`config.mk`:
```
export PLATFORM = sky130hd
export DESIGN_NAME = chrono_timer_bank
export DESIGN_NICKNAME = d
export VERILOG_FILES = /design/src/rtl/chrono_timer_bank.sv
export SDC_FILE = /design/constraint.sdc
export NUM_CORES = 1
export LEC_CHECK = 0
export ABC_AREA = 1
export BUFFER_PORTS_ARGS = -buffer_cell sky130_fd_sc_hd__buf_4
export CORE_MARGIN = 3
export CORE_UTILIZATION = 57
export DETAILED_ROUTE_END_ITERATION = 8
export HOLD_SLACK_MARGIN = 0.03
export PLACE_DENSITY = 0.79
export SLEW_MARGIN = 30
export SYNTH_ARGS = -nofsm -noshare
export SYNTH_HDL_FRONTEND = slang
export SYNTH_SLANG_ARGS = --single-unit
```
`constraint.sdc`:
```
create_clock -name clk -period 1.8 [get_ports clk]
set_input_delay 0.18 -clock clk [delete_from_list [all_inputs] [get_ports clk]]
set_output_delay 0.18 -clock clk [all_outputs]
set_load 0.02 [all_outputs]
```
`src/rtl/chrono_timer_bank.sv`:
```
// Bank of NUM_CH independent minute:second counters sharing one prescaler tick.
// Each channel counts up (stopwatch) or down (timer), saturates at its terminal value and pulses expired.
module chrono_timer_bank #(
    parameter int unsigned CLK_FREQ_HZ = 100_000_000,
    parameter int unsigned TICK_HZ     = 1,
    parameter int unsigned NUM_CH      = 4,
    parameter int unsigned MAX_MIN     = 99,
    localparam int unsigned CHW        = (NUM_CH > 1) ? $clog2(NUM_CH) : 1,
    localparam int unsigned MW         = $clog2(MAX_MIN + 1)
) (
    input  logic              clk,
    input  logic              reset,
    input  logic              cmd_valid,
    input  logic [CHW-1:0]    cmd_ch,
    input  logic [2:0]        cmd_op,
    input  logic [MW-1:0]     cmd_min,
    input  logic [5:0]        cmd_sec,
    input  logic [CHW-1:0]    rd_ch,
    output logic [MW-1:0]     rd_min,
    output logic [5:0]        rd_sec,
    output logic              rd_running,
    output logic              rd_down,
    output logic              rd_done,
    output logic [NUM_CH-1:0] expired,
    output logic              tick
);

    localparam int unsigned TICK_DIV = CLK_FREQ_HZ / TICK_HZ;
    localparam int unsigned PW       = $clog2(TICK_DIV);

    localparam logic [PW-1:0] DIV_LAST = PW'(TICK_DIV - 1);
    localparam logic [MW-1:0] MIN_MAX  = MW'(MAX_MIN);
    localparam logic [5:0]    SEC_MAX  = 6'd59;

    localparam logic [2:0] OP_NOP       = 3'd0;
    localparam logic [2:0] OP_LOAD      = 3'd1;
    localparam logic [2:0] OP_START     = 3'd2;
    localparam logic [2:0] OP_STOP      = 3'd3;
    localparam logic [2:0] OP_CLEAR     = 3'd4;
    localparam logic [2:0] OP_MODE_UP   = 3'd5;
    localparam logic [2:0] OP_MODE_DOWN = 3'd6;
    localparam logic [2:0] OP_TOGGLE    = 3'd7;

    typedef enum logic [1:0] {
        ST_IDLE = 2'd0,
        ST_RUN  = 2'd1,
        ST_DONE = 2'd2
    } ch_state_e;

    logic [PW-1:0]     presc_q, presc_d;
    logic              tick_q, tick_d;
    logic [MW-1:0]     min_q   [NUM_CH];
    logic [MW-1:0]     min_d   [NUM_CH];
    logic [5:0]        sec_q   [NUM_CH];
    logic [5:0]        sec_d   [NUM_CH];
    ch_state_e         state_q [NUM_CH];
    ch_state_e         state_d [NUM_CH];
    logic [NUM_CH-1:0] down_q, down_d;
    logic [NUM_CH-1:0] expired_q, expired_d;

    logic [MW-1:0]     load_min_c;
    logic [5:0]        load_sec_c;

    // START is refused when the channel already sits on its terminal value
    function automatic logic can_start(input logic dn, input logic [MW-1:0] mn, input logic [5:0] sc);
        if (dn) begin
            return !((mn == '0) && (sc == '0));
        end
        return !((mn == MIN_MAX) && (sc == SEC_MAX));
    endfunction

    // State register
    always_ff @(posedge clk) begin
        if (reset) begin
            presc_q   <= '0;
            tick_q    <= 1'b0;
            down_q    <= '0;
            expired_q <= '0;
            for (int i = 0; i < int'(NUM_CH); i++) begin
                min_q[i]   <= '0;
                sec_q[i]   <= '0;
                state_q[i] <= ST_IDLE;
            end
        end else begin
            presc_q   <= presc_d;
            tick_q    <= tick_d;
            down_q    <= down_d;
            expired_q <= expired_d;
            for (int i = 0; i < int'(NUM_CH); i++) begin
                min_q[i]   <= min_d[i];
                sec_q[i]   <= sec_d[i];
                state_q[i] <= state_d[i];
            end
        end
    end

    assign load_min_c = (cmd_min > MIN_MAX) ? MIN_MAX : cmd_min;
    assign load_sec_c = (cmd_sec > SEC_MAX) ? SEC_MAX : cmd_sec;

    // Next state: prescaler, then per channel a command (which drops a coincident tick) or a tick step
    always_comb begin
        presc_d   = (presc_q == DIV_LAST) ? '0 : PW'(presc_q + 1'b1);
        tick_d    = (presc_q == DIV_LAST);
        down_d    = down_q;
        expired_d = '0;

        for (int i = 0; i < int'(NUM_CH); i++) begin
            min_d[i]   = min_q[i];
            sec_d[i]   = sec_q[i];
            state_d[i] = state_q[i];

            if (cmd_valid && (cmd_op != OP_NOP) && (cmd_ch == CHW'(i))) begin
                case (cmd_op)
                    OP_LOAD: begin
                        min_d[i]   = load_min_c;
                        sec_d[i]   = load_sec_c;
                        state_d[i] = ST_IDLE;
                    end
                    OP_CLEAR: begin
                        min_d[i]   = '0;
                        sec_d[i]   = '0;
                        state_d[i] = ST_IDLE;
                    end
                    OP_START: begin
                        if ((state_q[i] == ST_IDLE) && can_start(down_q[i], min_q[i], sec_q[i])) begin
                            state_d[i] = ST_RUN;
                        end
                    end
                    OP_STOP: begin
                        if (state_q[i] == ST_RUN) begin
                            state_d[i] = ST_IDLE;
                        end
                    end
                    OP_TOGGLE: begin
                        if (state_q[i] == ST_RUN) begin
                            state_d[i] = ST_IDLE;
                        end else if ((state_q[i] == ST_IDLE) && can_start(down_q[i], min_q[i], sec_q[i])) begin
                            state_d[i] = ST_RUN;
                        end
                    end
                    OP_MODE_UP, OP_MODE_DOWN: begin
                        if (state_q[i] != ST_RUN) begin
                            down_d[i]  = (cmd_op == OP_MODE_DOWN);
                            state_d[i] = ST_IDLE;
                        end
                    end
                    default: ;
                endcase
            end else if (tick_q && (state_q[i] == ST_RUN)) begin
                if (!down_q[i]) begin
                    if (sec_q[i] != SEC_MAX) begin
                        sec_d[i] = sec_q[i] + 6'd1;
                        if ((min_q[i] == MIN_MAX) && (sec_q[i] == 6'd58)) begin
                            state_d[i]   = ST_DONE;
                            expired_d[i] = 1'b1;
                        end
                    end else begin
                        sec_d[i] = '0;
                        min_d[i] = min_q[i] + MW'(1);
                    end
                end else begin
                    if (sec_q[i] != '0) begin
                        sec_d[i] = sec_q[i] - 6'd1;
                        if ((min_q[i] == '0) && (sec_q[i] == 6'd1)) begin
                            state_d[i]   = ST_DONE;
                            expired_d[i] = 1'b1;
                        end
                    end else begin
                        sec_d[i] = SEC_MAX;
                        min_d[i] = min_q[i] - MW'(1);
                    end
                end
            end
        end
    end

    // Outputs: registered pulses plus a combinational readout mux
    always_comb begin
        tick       = tick_q;
        expired    = expired_q;
        rd_min     = '0;
        rd_sec     = '0;
        rd_running = 1'b0;
        rd_down    = 1'b0;
        rd_done    = 1'b0;
        if (32'(rd_ch) < NUM_CH) begin
            rd_min     = min_q[rd_ch];
            rd_sec     = sec_q[rd_ch];
            rd_running = (state_q[rd_ch] == ST_RUN);
            rd_down    = down_q[rd_ch];
            rd_done    = (state_q[rd_ch] == ST_DONE);
        end
    end

endmodule
```
After elaboration in Yosys (flattened, before gate mapping)
Memories as Yosys holds them, arrays and structs flattened.
Index checks and enable logic that the tools add are counted.
Widths: inputs -> output; s select.
{ "classes": {"n_reduce_logical": 70, "eq_ne": 41, "bitwise_logic": 16, "add_sub_neg": 17, "mux": 195, "order_cmp": 3} }
{ "op_table": {"columns": ["operator", "n"], "rows": [
  ["$mux 7", 25],
  ["$mux 6", 25],
  ["$mux 2", 52],
  ["$mux 1", 80],
  ["$pmux 7 s2", 4],
  ["$eq 6x6->1 const B", 8],
  ["$pmux 6 s2", 4],
  ["$pmux 2 s5", 4],
  ["$logic_and 1x1->1", 33],
  ["$add 7x1->7 const B", 4],
  ["$eq 7x7->1 const B", 4],
  ["$logic_not 7->1", 4],
  ["$sub 7x1->7 const B", 4],
  ["$add 27x1->27 const B", 1],
  ["$eq 27x27->1 const B", 1],
  ["$add 6x1->6 const B", 4],
  ["$eq 6x1->1 const B", 4],
  ["$logic_not 6->1", 4],
  ["$ne 6x6->1 const B", 4],
  ["$reduce_bool 6->1", 4],
  ["$sub 6x1->6 const B", 4],
  ["$eq 2x1->1 const B", 6],
  ["$eq 3x3->1 const B", 4],
  ["$or 1x1->1", 12],
  ["15 further kinds", 43]
]} }
{ "totals": {"output_inout_bits": 21, "mem_count": 3, "register_bits": 36, "in_bits": 23, "elab_cells": 355, "ram_bits": 60} }
{ "mem_list": {"columns": ["memory", "depth", "width", "read_ports", "rd_ports_with_merged_regs", "write_ports", "line_no", "text"], "rows": [
  ["min_q", 4, 7, 5, 0, 4, "52", "logic [MW-1:0] min_q [NUM_CH];"],
  ["sec_q", 4, 6, 5, 0, 4, "54", "logic [5:0] sec_q [NUM_CH];"],
  ["state_q", 4, 2, 5, 0, 4, "56", "ch_state_e state_q [NUM_CH];"]
]} }

Logic depth before layout (Yosys ltp)
{ "logic_depth": {"word_depth": 14, "depth_mapped": 13, "mapped_depth_nobuf": 13} }

Worst setup path after synthesis
No wires, ideal clock.
{ "synth_timing": {"path_type": "register to register", "start": "register down_q[0]", "end": "memory min_q[0][4] (netlist bit)", "arrival_time_ps": 1727, "path_buffers": 1, "period_less_slack_ps": 1843, "slack_ps": -43, "setup_time_ps": 116, "stages_incl_launch_ff": 12, "required_ps": 1684, "cell_sequence": "dfxtp_1 clkbuf_1 inv_1 fa_1 inv_1 nand3_1 nand3_1 nand2_1 nand2_1 o22ai_1 nor2_1 nor2_1"} }
{ "synth_lines": {"columns": ["element", "line_no", "text"], "rows": [
  ["start: declaration", "58", "logic [NUM_CH-1:0] down_q, down_d;"],
  ["start signal: assignment", "87", "down_q <= down_d;"],
  ["end: declaration", "52", null]
]} }

==> run summary <==
The logs give 22 for the pin count of the biggest net entering global routing and 0 for the count of final setup violators. The H-tree generated during clock tree synthesis spans 3 levels. The category of the critical setup timing path was reg2reg. Worst hold path class: in2reg. The detailed placement HPWL was 19560 µm; the post-layout instance count excluding filler cells was 1602.

The floorplan has 42 rows. The worst hold path begins at cmd_min[5]. For the worst flop-to-flop path, the logic depth is 11.

The overall routing resource usage is 0.3167. The number of placed I/O pins was 44; the transition time at the pin with the least slew margin was 1.144 ns. Area of the mapped netlist: 8021 µm². The sort of element at the start of the critical path is a flop. The logs give 0 for the number of slew-limit violations in the final report and 4.437 nW for the standby leakage power. The post-synthesis sequential area ratio came out at 0.2396. 0 antenna diodes ended up in the layout. The register clock-pin slew on the reported worst setup and hold paths is 0.08 ns, and the detail-routed net length per standard cell is 15.95 µm.

The congestion estimate from routability-driven global placement came to 0.9832. Counting the buffers created by CTS gives 9. The starting density of the core came out at 0.5939. For the insertion delay to the later sink of the worst-skew pair, the log shows 0.36 ns. The tools report the count of hold-fix buffers inserted at cts as 0. The required time of the critical path is 2.04 ns.

For this run, the post-layout net count is 1489. The die covers 15530 µm². The launch point of the worst reg-to-reg path was down_q[1]. The flow ran to the end, and the final reports show no timing, DRC or antenna violations.

The clock net in this run drives a total of 96 sinks. TritonCTS built the clock tree. By area the synthesized netlist is led by dfxtp_1 24%, nand2_1 13%, nor2_1 8.8%, inv_1 7.8%, nand3_1 7.1%. The tools report the number of endpoints with negative hold slack in the final report as 0. After the first detailed-routing iteration, the DRC count stood at 1008. The setup check on the worst reg-to-reg path leaves a slack of 0.07 ns. In the routed layout, each cell is associated on average with a via count of 5.747. Once placement completed, the tool counted placed cells totaling 1579. The unique cell type count in the Yosys netlist is 48, and the cell depth of the worst hold path is 5. For the highest achievable clock rate, the log shows 0.5788 GHz. The root buffer cell chosen for the clock tree is clkbuf_16.

The worst clock skew was 0.01185 ns. The share of Yosys cell area claimed by the top area cell type is 0.2396, and the number of synthesis warnings is 0. Wires add up to 25560 µm.

The die is 124.6 µm tall. The initial antenna violation count was 0. The via count of the first global-routing pass was 8417; the post-layout minimum cycle time was 1.728 ns. For the remaining global-route overflow, the log shows 0. The DRC violation count after routing is 0, and the synthesized instance count is 1317.

The longest clock path from root to sink contains 2 buffers. For the utilization after layout, the log shows 0.7031. The endpoint identified for the worst register-to-register timing path is min_q[1][6].

The number of detailed-routing iterations run before antenna repair was 7; the net count after synthesis was 1385. The run gives 1.97 ns as the data arrival time of the critical path. Measured along the x axis, the die boundary spans 124.6 µm. The worst supply voltage drop on vdd is 0.3949 mV, and the layout overhead on the synthesized area is 18.37%. Max-cap violations in this run came to 0.

Across all layers, the routed design uses 9207 vias. In this run the worst setup path begins at down_q[1]. The relative max-transition margin was 0.2314; the largest fanout of any net on the critical path was 7. The worst hold path terminates at min_q[2][5]. The average cell area after synthesis came out at 6.091 µm². The pre-CTS setup slack was 0.02368 ns; the number of input and output port buffers inserted was 43. Dividing total power by cell area gives a power density of 552.5 nW/µm². The worst path meets setup with 0.07228 ns of slack.

The run gives 13510 µm² as the standard cell core area. The ratio of cells with drive above 1 in the final layout was 0.1627. STA classifies the critical path endpoint as a flop.

The post-route fraction of the period consumed by the critical path was 0.9598. The first global-routing pass estimated 40590 µm of wire. The count of antenna-violating nets left after detailed routing was 0.

Of all cell types, the one taking the most synthesized area is dfxtp_1. Synthesis inferred 96 register bits.
layout make-up:
cell class,instances,area [µm²]
inverters,174,653.1
repair buffers,132,1013
fillers,1213,4010
well taps,176,220.2
clock inverters,7,72.57
multi-input cells,1008,5363
flip-flops and latches,96,1948
clock buffers,9,225.2
cell usage in the layout, fill, tap and decap left out, types with 21 or more instances in the layout:
cell,synthesis,routed
dfxtp_1,96,79
nor3_1,21,21
a21oi_1,92,88
buf_4,0,129
nand3_1,114,110
ha_1,41,34
inv_1,166,163
nand4_1,28,28
o21ai_0,110,105
nor2_1,189,186
nand2_1,284,281
xor2_1,25,25
through the flow:
step / total power, mW / area, µm² / hold slack [ns] / TNS (ns)
floorplan: 2.863 / 8025 / 0.3669 / 0
global route: 5.445 / 9495 / 0.2504 / -0.05852
CTS: 5.182 / 9316 / 0.2398 / 0
detailed placement: 3.254 / 9007 / 0.4367 / 0
global placement: 3.241 / 9007 / 0.4320 / 0
finish: 5.246 / 9495 / 0.2573 / 0
layer usage:
metal / share of wire / global-route usage
met4: 0.035 / 0.1309
met3: 0.093 / 0.06732
met2: 0.46 / 0.5251
met1: 0.41 / 0.3990
met5: 0 / 0
synthesized netlist by cell type, drive strengths merged:
| cell type | n |
|---|---|
| nor2 | 198 |
| o21bai | 1 |
| ha | 41 |
| clkinv | 1 |
| nor3 | 22 |
| mux2 | 4 |
| o21ai | 115 |
| a32oi | 2 |
| inv | 173 |
| and3 | 1 |
| nand3b | 4 |
| clkbuf | 19 |
| nand3 | 117 |
| fa | 4 |
| a31oi | 6 |
| or2 | 6 |
| a21oi | 93 |
| buf | 22 |
| nand4 | 28 |
| xor2 | 25 |
| a211oi | 1 |
| xnor2 | 14 |
| o31ai | 1 |
| o211ai | 7 |
| dfxtp | 96 |
| o22ai | 14 |
| and2 | 1 |
| o21a | 1 |
| nand2 | 287 |
| mux2i | 2 |
| nor3b | 5 |
| a21boi | 1 |
| nor4 | 5 |
repair_timing:
action                                  CTS  global route
setup buffers                             0             5
endpoints found under the setup margin    4            64
gates cloned                              0             2
resized for setup                         4            49
pin swaps                                 0             4
critical path, cell delays in order, from the launching register on:
cell	delay (ns)
dfxtp_2	0.33
buf_4	0.17
ha_1	0.32
buf_4	0.16
nand2_2	0.07
nand2_1	0.05
nand2_1	0.08
nand3_1	0.10
nand2_1	0.09
nand3_1	0.08
nand3_1	0.08
a21oi_1	0.06
state kept, by name (all words and copies together) (netlist names):
name,flops
sec_q,24
presc_q,27
state_q,8
expired,4
tick,1
min_q,28
down_q,4
kinds of logic after synthesis:
kind of cell | synth area share
AO/OA/AOI/OAI | 0.1630
multiplexers | 0.008111
buffers and inverters | 0.1064
AND/OR/NAND/NOR | 0.3664
XOR/XNOR | 0.04258
adder cells (fa/ha/maj) | 0.07394
flip-flops | 0.2396
where the power goes:
part	internal [mW]	switching, mW	leakage (nW)
Sequential	2.17	0.0624	0.785
Combinational	0.392	0.643	3.51
Clock	0.983	1.00	0.143
worst max path at each step:
| stage | endpoint |
|---|---|
| after floorplan | min_q[1][4] |
| after CTS | rd_sec[0] |
| after global placement | min_q[1][5] |
| after detailed placement | min_q[2][3] |
| after global routing | min_q[1][4] |
| final | min_q[1][6] |
Note: power is estimated with default switching activity, not from simulation.
